[src/rtl/mem_port_arbiter.sv]
// Round-robin N-client front end for the single main-memory port, one transaction at a time.
// Define ARB_TIMEOUT_EN to add a WAIT-state watchdog that completes the transaction with an error.
module mem_port_arbiter #(
    parameter int unsigned NUM_CLIENTS      = 2,
    parameter int unsigned ADDR_WIDTH       = 20,
    parameter int unsigned DATA_LEN         = 32,
    parameter int unsigned ENTRY_INDEX_SIZE = 3,
    parameter int unsigned TIMEOUT_CYCLES   = 256
) (
    input  logic                                        clk,
    input  logic                                        rst,
    input  logic [2*NUM_CLIENTS-1:0]                    client_vis_signal,
    input  logic [ADDR_WIDTH*NUM_CLIENTS-1:0]           client_addr,
    input  logic [DATA_LEN*NUM_CLIENTS-1:0]             client_written_data,
    input  logic [3*NUM_CLIENTS-1:0]                    client_data_type,
    input  logic [(ENTRY_INDEX_SIZE+1)*NUM_CLIENTS-1:0] client_length,
    output logic [2*NUM_CLIENTS-1:0]                    client_status,
    output logic [DATA_LEN-1:0]                         client_rdata,
    output logic [1:0]                                  mem_vis_signal,
    output logic [ADDR_WIDTH-1:0]                       mem_vis_addr,
    output logic [DATA_LEN-1:0]                         mem_written_data,
    output logic [2:0]                                  mem_data_type,
    output logic [ENTRY_INDEX_SIZE:0]                   mem_write_length,
    input  logic [DATA_LEN-1:0]                         mem_data,
    input  logic [1:0]                                  mem_status
);

    localparam int unsigned PtrW  = (NUM_CLIENTS > 2) ? $clog2(NUM_CLIENTS) : 1;
    localparam int unsigned PtrW1 = PtrW + 1;
    localparam int unsigned LenW  = ENTRY_INDEX_SIZE + 1;

    if (NUM_CLIENTS < 2 || NUM_CLIENTS > 8 || TIMEOUT_CYCLES < 1) begin : g_param_check
        $error("mem_port_arbiter: unsupported parameter set");
    end

    typedef enum logic [2:0] {
        StIdle,
        StIssue,
        StWait,
        StDone,
        StRecover
    } state_e;

    state_e                 state_q, state_d;
    logic [PtrW-1:0]        rr_ptr_q, rr_ptr_d;
    logic [PtrW-1:0]        grant_q, grant_d;
    logic [1:0]             mem_vis_q, mem_vis_d;
    logic [ADDR_WIDTH-1:0]  mem_addr_q, mem_addr_d;
    logic [DATA_LEN-1:0]    mem_wdata_q, mem_wdata_d;
    logic [2:0]             mem_type_q, mem_type_d;
    logic [LenW-1:0]        mem_len_q, mem_len_d;
    logic [DATA_LEN-1:0]    rdata_q, rdata_d;
    logic [2*NUM_CLIENTS-1:0] status_q, status_d;

    logic [NUM_CLIENTS-1:0] req_vec;
    logic                   found;
    logic [PtrW-1:0]        win;
    logic [PtrW:0]          cand;
    logic [PtrW:0]          nxt;
    logic [1:0]             done_code;

`ifdef ARB_TIMEOUT_EN
    localparam int unsigned CntW = $clog2(TIMEOUT_CYCLES) + 1;
    logic [CntW-1:0] cnt_q, cnt_d;

    always_ff @(posedge clk or negedge rst) begin
        if (!rst) begin
            cnt_q <= '0;
        end else begin
            cnt_q <= cnt_d;
        end
    end
`endif

    // 11 encodes idle, so only the two legal op codes count as a request.
    always_comb begin
        req_vec = '0;
        for (int i = 0; i < NUM_CLIENTS; i++) begin
            req_vec[i] = ^client_vis_signal[2*i +: 2];
        end
    end

    always_comb begin
        found = 1'b0;
        win   = '0;
        cand  = '0;
        for (int i = 0; i < NUM_CLIENTS; i++) begin
            cand = {1'b0, rr_ptr_q} + PtrW1'(i);
            if (cand >= PtrW1'(NUM_CLIENTS)) begin
                cand = cand - PtrW1'(NUM_CLIENTS);
            end
            if (!found && req_vec[cand[PtrW-1:0]]) begin
                found = 1'b1;
                win   = cand[PtrW-1:0];
            end
        end
    end

    always_comb begin
        state_d     = state_q;
        rr_ptr_d    = rr_ptr_q;
        grant_d     = grant_q;
        mem_vis_d   = 2'b00;
        mem_addr_d  = mem_addr_q;
        mem_wdata_d = mem_wdata_q;
        mem_type_d  = mem_type_q;
        mem_len_d   = mem_len_q;
        rdata_d     = rdata_q;
        done_code   = 2'b10;
        nxt         = '0;
        status_d    = '0;
`ifdef ARB_TIMEOUT_EN
        cnt_d       = cnt_q;
`endif

        unique case (state_q)
            StIdle: begin
                if (found) begin
                    state_d     = StIssue;
                    grant_d     = win;
                    mem_vis_d   = client_vis_signal[2*win +: 2];
                    mem_addr_d  = client_addr[win*ADDR_WIDTH +: ADDR_WIDTH];
                    mem_wdata_d = client_written_data[win*DATA_LEN +: DATA_LEN];
                    mem_type_d  = client_data_type[3*win +: 3];
                    mem_len_d   = client_length[win*LenW +: LenW];
                end
            end
            StIssue: begin
                state_d = StWait;
`ifdef ARB_TIMEOUT_EN
                cnt_d   = '0;
`endif
            end
            StWait: begin
                if (mem_status == 2'b10) begin
                    state_d     = StDone;
                    rdata_d     = mem_data;
                    mem_addr_d  = '0;
                    mem_wdata_d = '0;
                    mem_type_d  = '0;
                    mem_len_d   = '0;
`ifdef ARB_TIMEOUT_EN
                end else if (cnt_q == CntW'(TIMEOUT_CYCLES - 1)) begin
                    state_d     = StDone;
                    done_code   = 2'b11;
                    rdata_d     = '0;
                    mem_addr_d  = '0;
                    mem_wdata_d = '0;
                    mem_type_d  = '0;
                    mem_len_d   = '0;
                end else begin
                    cnt_d = cnt_q + CntW'(1);
`endif
                end
            end
            StDone: begin
                state_d = StRecover;
                nxt     = {1'b0, grant_q} + PtrW1'(1);
                if (nxt >= PtrW1'(NUM_CLIENTS)) begin
                    nxt = '0;
                end
                rr_ptr_d = nxt[PtrW-1:0];
            end
            StRecover: begin
                state_d = StIdle;
            end
            default: begin
                state_d = StIdle;
            end
        endcase

        // Status is registered against the state being entered; the served client is quiet in
        // RECOVER so a stale request it has not yet dropped does not read as busy.
        for (int i = 0; i < NUM_CLIENTS; i++) begin
            if (PtrW'(i) == grant_d && state_d != StIdle && state_d != StRecover) begin
                status_d[2*i +: 2] = (state_d == StDone) ? done_code : 2'b01;
            end else if (PtrW'(i) != grant_d && state_d != StIdle && req_vec[i]) begin
                status_d[2*i +: 2] = 2'b01;
            end
        end
    end

    always_ff @(posedge clk or negedge rst) begin
        if (!rst) begin
            state_q     <= StIdle;
            rr_ptr_q    <= '0;
            grant_q     <= '0;
            mem_vis_q   <= '0;
            mem_addr_q  <= '0;
            mem_wdata_q <= '0;
            mem_type_q  <= '0;
            mem_len_q   <= '0;
            rdata_q     <= '0;
            status_q    <= '0;
        end else begin
            state_q     <= state_d;
            rr_ptr_q    <= rr_ptr_d;
            grant_q     <= grant_d;
            mem_vis_q   <= mem_vis_d;
            mem_addr_q  <= mem_addr_d;
            mem_wdata_q <= mem_wdata_d;
            mem_type_q  <= mem_type_d;
            mem_len_q   <= mem_len_d;
            rdata_q     <= rdata_d;
            status_q    <= status_d;
        end
    end

    assign client_status    = status_q;
    assign client_rdata     = rdata_q;
    assign mem_vis_signal   = mem_vis_q;
    assign mem_vis_addr     = mem_addr_q;
    assign mem_written_data = mem_wdata_q;
    assign mem_data_type    = mem_type_q;
    assign mem_write_length = mem_len_q;

endmodule

[config.mk]
export PLATFORM = sky130hd
export DESIGN_NAME = mem_port_arbiter
export DESIGN_NICKNAME = d
export VERILOG_FILES = /design/src/rtl/mem_port_arbiter.sv
export SDC_FILE = /design/constraint.sdc
export NUM_CORES = 1
export LEC_CHECK = 0
export BUFFER_PORTS_ARGS = -buffer_cell sky130_fd_sc_hd__clkbuf_2
export CAP_MARGIN = 20
export CORE_MARGIN = 8
export CORE_UTILIZATION = 44
export DETAILED_ROUTE_END_ITERATION = 8
export PLACE_DENSITY = 0.8
export SLEW_MARGIN = 20
export SYNTH_ARGS = -nofsm -noshare
export SYNTH_HDL_FRONTEND = slang
export SYNTH_SLANG_ARGS = --single-unit
[constraint.sdc]
create_clock -name clk -period 2.2 [get_ports clk]
set_input_delay 0.22 -clock clk [delete_from_list [all_inputs] [get_ports clk]]
set_output_delay 0.22 -clock clk [all_outputs]
set_load 0.1 [all_outputs]
==> results_dict.tcl, run 1 <==
set metrics [dict create \
    synthCells 383 \
    cp_data_arrival_time_ps 2070 \
    wl_per_cell_um 17.0 \
    final_max_slew_viol_count 0 \
    vias 3852 \
    hpwl_mm 10.4 \
    clock_sinks 102 \
    cp-start-kind "register" \
    timing.rr.start "state_q[1]$_DFF_PN0_" \
    synth_warnings 0 \
    hold_violations 0 \
    end_kind "register" \
    rows 37 \
    cts_max_path_buffers 2 \
    hold_depth 2 \
    setup_tns_ps 0 \
    grt_first_pass_wirelength_mm 21.6 \
    core_um2 10100 \
    synth-seq-cells 102 \
    grt_use_total 0.190 \
    fin_crit_ps 1840 \
    synth.distinct_cells 26 \
    hold_path_class "input port to register" \
    start_util 0.446 \
    cts_resized 0 \
    finalSetupViolations 0 \
    vias_per_cell 5.02 \
    drt-initial-drc-count 193 \
    endpoint "client_rdata[18]$_DFFE_PN0P_" \
    die_w_um 117 \
    seq_area_frac_synth 0.565 \
    cts-root-buf "clkbuf_8" \
    nFillCells 837 \
    fin_worst_skew_ps 11.4 \
    drc_errors 0 \
    synthTopCellsByArea "dfrtp_1 56%, mux2i_1 13%, mux2_1 8.0%, o21ai_1 6.9%, nand3_1 6.6%" \
    cts_made_buffers 9 \
    portBuffers 254 \
    netlist_area_um2 4520 \
    die_h_um 117 \
    antenna_found_initial 0 \
    diodes 0 \
    syn_avg_cell_area_um2 11.8 \
    synth_nets 541 \
    grt_max_degree 68 \
    routed_wl_mm 13.0 \
    ant_nets 0 \
    dieArea_um2 13800 \
    rsz0062_at_grt "false" \
    slew_headroom 0.585 \
    startpoint "state_q[1]$_DFF_PN0_" \
    synth_top_area_frac 0.565 \
    worstPathRequired_ps 2430 \
    max_freq_mhz 543 \
    outcome "complete, no violations" \
    grt_pass1_vias 4301 \
    overflow 0 \
    clock_latency_ps 350 \
    tightest_slew_ps 620 \
    htree_levels 3 \
    nets 785 \
    layout_worst_path_cycle_share 0.837 \
    r2r_slack_ps 360 \
    clk_pin_slew_ps 90 \
    cp_max_fo 36 \
    whs_ps 70.4 \
    reg2reg_to "client_rdata[18]$_DFFE_PN0P_" \
    drtPass1Iterations 4 \
    placed_area_um2 5910 \
    cts_tree "done" \
    final_area_um2 6120 \
    ioPinCount 255 \
    max_cap_viol_count 0 \
    drive_gt1_frac 0.442 \
    syn_to_final_growth_pct 35.4 \
    rr_worst_depth 4 \
    crit_type "register to register" \
    gp_congestion 0.832 \
    yosysTopAreaCell "dfrtp_1" \
]
==> per-stage QoR <==
step           cells   util  setup WS, ps
4_1_cts          767  0.604           343
6_report         767  0.604           359
2_1_floorplan    383      -           601
3_5_place_dp     751  0.583           359
3_3_place_gp     751  0.583           454
5_1_grt          767  0.604           226
==> worst min path at each step <==
| stage | slack [ps] | from | to |
|---|---|---|---|
| final | 70 | mem_data[16] | client_rdata[16]$_DFFE_PN0P_ |
| after detailed placement | 30 | rst | client_rdata[15]$_DFFE_PN0P_ |
| after floorplan | -80 | rst | client_rdata[0]$_DFFE_PN0P_ |
| after CTS | 50 | mem_data[12] | client_rdata[12]$_DFFE_PN0P_ |
| after global routing | 50 | mem_data[10] | client_rdata[10]$_DFFE_PN0P_ |
| after global placement | 30 | rst | client_rdata[11]$_DFFE_PN0P_ |
==> area by class of cell <==
class / instances / area [um2] / area share
Multi-Input combinational cell: 249 / 1800 / 0.295
Timing Repair Buffer: 263 / 1380 / 0.226
Clock inverter: 4 / 72.6 / 0.0119
Inverter: 2 / 7.51 / 0.00123
Clock buffer: 11 / 131 / 0.0215
Sequential cell: 102 / 2550 / 0.417
Tap cell: 136 / 170 / 0.0278
==> registers in the layout (all words and copies together), names as in the netlist <==
name	count
state_q	3
mem_vis_addr	20
mem_vis_signal	2
client_status	4
rr_ptr_q	1
mem_data_type	3
mem_written_data	32
mem_write_length	4
client_rdata	32
grant_q	1
==> timing repair <==
action	4_1_cts	5_1_grt
endpoints found under the hold margin	102	0
hold buffers	1	0
buffers inserted	0	0
==> Yosys cell counts (all sizes together) <==
library cell	count
dfrtp	102
a31oi	1
buf	25
or3	1
nand2	7
o21ai	62
nand2b	5
a22oi	2
mux2i	59
nand3	60
nor2	9
nand3b	1
o21bai	1
o32ai	1
clkbuf	5
inv	2
nor4	1
xnor2	2
o22ai	1
xor2	2
mux2	33
nor2b	1
==> logic make-up after synthesis <==
group | after synthesis | share of synthesized area
xor+xnor | 4 | 0.00775
compound gates | 68 | 0.0784
simple gates | 85 | 0.0925
buf+inv | 32 | 0.0437
flops | 102 | 0.565
mux | 92 | 0.213
==> cell usage in the layout (no fill, tap or decap), drive strengths merged <==
| master | Yosys | layout |
|---|---|---|
| xnor2 | 2 | 2 |
| mux2 | 33 | 33 |
| clkbuf | 5 | 264 |
| inv | 2 | 2 |
| a22oi | 2 | 2 |
| buf | 25 | 9 |
| bufinv | 0 | 2 |
| nand3 | 60 | 60 |
| a31oi | 1 | 1 |
| nand2 | 7 | 7 |
| mux2i | 59 | 59 |
| nand3b | 1 | 1 |
| clkinv | 0 | 1 |
| xor2 | 2 | 2 |
| dfrtp | 102 | 102 |
| nor2 | 9 | 9 |
| o21bai | 1 | 1 |
| nand2b | 5 | 5 |
| o21ai | 62 | 62 |
| o32ai | 1 | 1 |
| nor2b | 1 | 1 |
| clkinvlp | 0 | 1 |
| or3 | 1 | 1 |
| o22ai | 1 | 1 |
| dlygate4sd3 | 0 | 1 |
| nor4 | 1 | 1 |
==> metal layers <==
layer,up-vias,track usage,share of wire
met3,20,0.0465,0.066
li1,1856,-,-
met4,0,0.0673,0.015
met2,164,0.340,0.53
met1,1812,0.214,0.39
met5,-,0,0
==> worst max-delay path, stage by stage, from the launching register on <==
cell	delay, ps
dfrtp_1	430
nor2b_1	290
nand3_4	350
buf_12	300
mux2_1	320
Power of run 1 is not shown: default switching activity piles up to over one toggle a cycle in this logic, so the estimate is an artifact.
==> run 2, diff against run 1 <==
--- a/config.mk
+++ b/config.mk
@@ -8,9 +8,9 @@
 export BUFFER_PORTS_ARGS = -buffer_cell sky130_fd_sc_hd__clkbuf_2
 export CAP_MARGIN = 20
 export CORE_MARGIN = 8
-export CORE_UTILIZATION = 44
+export CORE_UTILIZATION = 40
 export DETAILED_ROUTE_END_ITERATION = 8
-export PLACE_DENSITY = 0.8
+export PLACE_DENSITY = 0.77
 export SLEW_MARGIN = 20
 export SYNTH_ARGS = -nofsm -noshare
 export SYNTH_HDL_FRONTEND = slang
==> constraint.sdc (replaced) <==
create_clock -name clk -period 1.5 [get_ports clk]
set_input_delay 0.15 -clock clk [delete_from_list [all_inputs] [get_ports clk]]
set_output_delay 0.15 -clock clk [all_outputs]
set_load 0.1 [all_outputs]
==> run 2 against run 1 <==
The run now ends with setup timing left. Non-clock buffer count increased by 23. Hold slack got worse by 45 ps. Register-to-register slack worse by 460 ps. Die area rose by 8.6%. Critical path depth increased by 2. Clock skew decreased by 4.9 ps. Via count grew 3.4%. Fmax is 15% higher. Sequential cell count stayed put.
==> results_dict.tcl, run 2 (synthesis gave the netlist of run 1 again) <==
set metrics [dict create \
    outcome "complete, but fails checks" \
    violations "setup timing" \
    drc_errors 0 \
    ant_nets 0 \
    clock_sinks 102 \
    clock_latency_ps 330 \
    hold_violations 0 \
    final_common_cell "clkbuf_2" \
    final_cell_mix "253 x clkbuf_2, 102 x dfrtp_1, 59 x mux2i_1, 49 x o21ai_1, 39 x nand3_1" \
    ioPinCount 255 \
    tightest_slew_ps 584 \
    final_area_um2 6720 \
    die_w_um 122 \
    syn_to_final_growth_pct 48.7 \
    slew_headroom 0.612 \
    start_util 0.403 \
    fin_util 0.599 \
    use_met3 0.0580 \
    finalSetupViolations 74 \
    dieArea_um2 15000 \
    portBuffers 254 \
    htree_levels 3 \
    rows 39 \
    hp-start "mem_data[6]" \
    cp_max_fo 14 \
    grt_use_met1 0.190 \
    drtPass1Iterations 4 \
    dp.cells 768 \
    worstPathRequired_ps 1710 \
    final_max_slew_viol_count 0 \
    max_freq_mhz 624 \
    cp_data_arrival_time_ps 1820 \
    cts_tree "done" \
    layout_worst_path_cycle_share 1.07 \
    fin_crit_ps 1600 \
    hold_depth 2 \
    preCtsSetupSlack_ps -51.4 \
    crit_type "register to register" \
    cts_max_path_buffers 2 \
    vias_per_cell 5.01 \
    fin_worst_skew_ps 6.48 \
    placed_area_um2 6080 \
    timing.rr.start "state_q[1]$_DFF_PN0_" \
    grt_pass1_vias 4152 \
    reg2reg_to "mem_vis_addr[0]$_DFFE_PN0P_" \
    core_um2 11200 \
    end_kind "register" \
    diodes 0 \
    grt_first_pass_wirelength_mm 20.4 \
    drive_gt1_frac 0.515 \
    rsz0062_at_grt "true" \
    cts_made_buffers 9 \
    hold_path_class "input port to register" \
    nets 808 \
    cts-root-buf "clkbuf_16" \
    path_cells "or3_4 -> o21bai_4 -> buf_6 -> clkbuf_16 -> nand3_1 -> o21ai_1" \
    r2r_slack_ps -100 \
    wl_per_cell_um 17.9 \
    clk_pin_slew_ps 60 \
    timing.final.ws_setup_ps -102 \
    die_h_um 122 \
    cp-start-kind "register" \
    drt-initial-drc-count 245 \
    grt_use_total 0.170 \
    routed_wl_mm 14.2 \
    slowest_stage "dfrtp_1" \
    overflow 0 \
    gp_congestion 0.800 \
    grt_use_met2 0.299 \
    grt_max_degree 56 \
    antenna_found_initial 0 \
    hpwl_mm 10.4 \
    instances_no_fill 795 \
    vias 3984 \
    rr_worst_depth 6 \
    top_usage_layer "met2" \
    max_stage_delay_ps 400 \
    worstHoldEndpoint "client_rdata[6]$_DFFE_PN0P_" \
    max_cap_viol_count 0 \
]
==> run 2: cell types whose count changed in the layout (fill, tap and decap cells not counted), moves of 2 or more <==
cell,before,now
buf_8,0,2
o21ai_1,61,49
buf_12,3,8
clkbuf_8,9,0
nand3_2,0,20
buf_4,6,15
nand3_1,59,39
buf_6,0,3
o21ai_2,0,12
clkbuf_16,0,13
==> run 2: worst max-delay path: cells and delay by family (launching register included) <==
family | cells | cell delay [ps]
flops | 1 | 400
simple gates | 2 | 490
compound gates | 2 | 270
buf+inv | 2 | 330
==> run 2: cell type report <==
cell class | count | area (um2)
Sequential cell | 102 | 2550
Fill cell | 936 | 4500
Clock inverter | 2 | 60.1
Inverter | 2 | 7.51
Multi-Input combinational cell | 249 | 1980
Tap cell | 143 | 179
Clock buffer | 11 | 233
Timing Repair Buffer | 286 | 1710
==> run 2: what timing repair did <==
action / in CTS / in global routing
cloned: 0 / 6
pin swaps: 1 / 11
endpoints found under the setup margin: 51 / 93
gates resized for setup: 0 / 38
buffers inserted: 0 / 8
hold endpoints to repair: 21 / 0
hold buffers: 1 / 0
==> run 2: worst max path at each step <==
stage	startpoint	to	slack, ps
after detailed placement	state_q[2]$_DFF_PN0_	mem_vis_addr[8]$_DFFE_PN0P_	-50
after global placement	client_vis_signal[1]	mem_vis_addr[18]$_DFFE_PN0P_	20
final	state_q[1]$_DFF_PN0_	mem_vis_addr[0]$_DFFE_PN0P_	-100
after floorplan	state_q[2]$_DFF_PN0_	mem_data_type[0]$_DFFE_PN0P_	-20
after CTS	state_q[2]$_DFF_PN0_	mem_written_data[17]$_DFFE_PN0P_	-50
after global routing	state_q[0]$_DFF_PN0_	mem_vis_addr[0]$_DFFE_PN0P_	-140
==> run 2: through the flow <==
| step | TNS (ps) | hold slack, ps |
|---|---|---|
| 4_1_cts | -1240 | 13.0 |
| 6_report | -4070 | 25.7 |
| 3_5_place_dp | -1480 | 78.6 |
| 2_1_floorplan | -997 | -146 |
| 5_1_grt | -7890 | 12.6 |
| 3_3_place_gp | 0 | 66.3 |
==> run 2: per-layer routing <==
| metal | vias up | wire length [um] |
|---|---|---|
| met5 | - | 0 |
| met4 | 0 | 235 |
| met3 | 16 | 1280 |
| met2 | 150 | 7490 |
| met1 | 1913 | 5220 |
| li1 | 1905 | - |
Power of run 2 is left out for the same reason.
==> run 3, diff against run 2 <==
--- a/config.mk
+++ b/config.mk
@@ -5,12 +5,13 @@
 export SDC_FILE = /design/constraint.sdc
 export NUM_CORES = 1
 export LEC_CHECK = 0
+export ABC_AREA = 1
 export BUFFER_PORTS_ARGS = -buffer_cell sky130_fd_sc_hd__clkbuf_2
 export CAP_MARGIN = 20
 export CORE_MARGIN = 8
 export CORE_UTILIZATION = 40
 export DETAILED_ROUTE_END_ITERATION = 8
-export PLACE_DENSITY = 0.77
+export PLACE_DENSITY = 0.76
 export SLEW_MARGIN = 20
 export SYNTH_ARGS = -nofsm -noshare
 export SYNTH_HDL_FRONTEND = slang
==> run 3 against run 2 <==
The flow now finishes without violations. Design area increased by 2.2%. Setup slack improved by 110 ps. Register-to-register slack improved by 110 ps. Sequential share of layout area decreased by 0.82 points. Synthesized area increased by 1.2%. Critical path depth increased by 2. Via count increased by 15%. Sequential cell count unchanged. Critical path type unchanged.
==> results_dict.tcl, run 3 <==
set metrics [dict create \
    outcome "complete, no violations" \
    core_um2 11300 \
    synth_flop_cell "dfrtp_1" \
    overflow 0 \
    yosysTopAreaCell "dfrtp_1" \
    dp.cells 890 \
    start_util 0.406 \
    cp_data_arrival_time_ps 1780 \
    wl_per_cell_um 17.1 \
    drt-initial-drc-count 271 \
    crit_type "register to register" \
    synth_nets 671 \
    fin_crit_ps 1490 \
    synth_top_area_frac 0.558 \
    hold_path_class "input port to register" \
    hold_violations 0 \
    ioPinCount 255 \
    cts_made_buffers 9 \
    setup_tns_ps 0 \
    synth_edf_count 0 \
    syn_avg_cell_area_um2 8.92 \
    netlist_area_um2 4570 \
    htree_levels 3 \
    syn_to_final_growth_pct 50.2 \
    synthTopCellsByArea "dfrtp_1 56%, nor2_1 10%, nand3_1 6.9%, nand2_1 6.2%, mux2_2 5.9%" \
    instances_no_fill 931 \
    clock_latency_ps 350 \
    layout_worst_path_cycle_share 0.995 \
    drive_gt1_frac 0.449 \
    routed_wl_mm 15.9 \
    grt_first_pass_wirelength_mm 21.5 \
    rsz0062_at_grt "true" \
    yosys-top-cells-count "123 x nor2_1, 102 x dfrtp_1, 75 x nand2_1, 63 x nand3_1, 47 x o21ai_0" \
    diodes 0 \
    portBuffers 254 \
    tightest_slew_ps 572 \
    grt_use_total 0.181 \
    ant_nets 0 \
    seq_area_frac_synth 0.558 \
    final_cell_mix "253 x clkbuf_2, 112 x nor2_1, 102 x dfrtp_1, 75 x nand2_1, 61 x nand3_1" \
    synth.distinct_cells 21 \
    dieArea_um2 15100 \
    synth.most_common_cell "nor2_1" \
    vias 4588 \
    drtPass1Iterations 4 \
    die_w_um 123 \
    cts-root-buf "clkbuf_16" \
    antenna_found_initial 0 \
    vias_per_cell 4.93 \
    cts_max_path_buffers 2 \
    cp-start-kind "register" \
    nets 941 \
    fin_worst_skew_ps 13.1 \
    slew_headroom 0.621 \
    end_kind "register" \
    cp_max_fo 9 \
    finalSetupViolations 0 \
    max_freq_mhz 670 \
    final_common_cell "clkbuf_2" \
    synthArstFlopShare 1.00 \
    clk_pin_slew_ps 70 \
    cts_tree "done" \
    gp_congestion 0.785 \
    max_cap_viol_count 0 \
    grt_pass1_vias 4367 \
    clock_sinks 102 \
    drc_errors 0 \
    die_h_um 123 \
    worstPathRequired_ps 1780 \
    synth-seq-cells 102 \
    grt_max_degree 68 \
    rows 39 \
    synthCells 513 \
    hpwl_mm 10.7 \
    synth_warnings 0 \
    final_max_slew_viol_count 0 \
]
==> run 3: metrics by stage <==
step / util / hold slack, ps / worst slack (ps) / instance area (um2)
after floorplan: - / -146 / 201 / 4570
after global placement: 0.540 / 28.8 / 16.3 / 6090
after detailed placement: 0.540 / 30.4 / -12.4 / 6090
after CTS: 0.571 / 0.767 / 14.6 / 6440
after global routing: 0.610 / 4.20 / -75.0 / 6870
final: 0.610 / 14.0 / 7.73 / 6870
==> run 3: layout make-up <==
class	instances	area [um2]
Clock buffer	9	225
Clock inverter	7	96.3
Fill cell	987	4400
Inverter	8	30.0
Multi-Input combinational cell	370	1930
Sequential cell	102	2550
Tap cell	143	179
Timing Repair Buffer	292	1860
==> run 3: final timing paths <==
| check | startpoint | to | slack [ps] | cells past startpoint |
|---|---|---|---|---|
| max | state_q[2]$_DFF_PN0_ | mem_vis_addr[5]$_DFFE_PN0P_ | 8 | 8 |
| min | mem_data[7] | client_rdata[7]$_DFFE_PN0P_ | 10 | 2 |
| max reg2reg | state_q[2]$_DFF_PN0_ | mem_vis_addr[5]$_DFFE_PN0P_ | 8 | 8 |
| min reg2reg | client_rdata[0]$_DFFE_PN0P_ | client_rdata[0]$_DFFE_PN0P_ | 500 | 1 |
| max in group asynchronous | rst | mem_written_data[31]$_DFFE_PN0P_ | 750 | 3 |
| min in group asynchronous | rst | client_rdata[8]$_DFFE_PN0P_ | 230 | 2 |
==> run 3: routing by layer <==
layer / global-route usage / part of all wire / up-vias
met4: 0.0922 / 0.025 / 0
met5: 0 / 0 / -
met1: 0.204 / 0.39 / 2133
li1: - / - / 2238
met2: 0.311 / 0.51 / 190
met3: 0.0457 / 0.077 / 27
==> run 3: logic make-up after synthesis <==
group                  Yosys count  share of synthesized area
muxes                           32                     0.0788
AOI/OAI and AO/OA               65                     0.0714
buffers and inverters           43                     0.0440
and+or+nand+nor                271                      0.248
DFF                            102                      0.558
==> run 3: timing repair <==
action                                  in CTS  in global routing
gates cloned                                 0                 15
pin swaps                                    0                  3
buffers inserted                             0                  8
gates resized for setup                      2                 38
endpoints found under the setup margin      10                 74
endpoints found under the hold margin      103                  0
hold buffers                                 2                  0
==> run 3: worst max-delay path: stages, from the launching register on <==
cell and delay (ps):
dfrtp_1 390, buf_6 130, nor3_4 180, buf_6 170, nand2_8 100, clkbuf_16 200, nor2_1 90, o21ai_0 90
nand2_1 70
Power of run 3 is left out for the same reason.
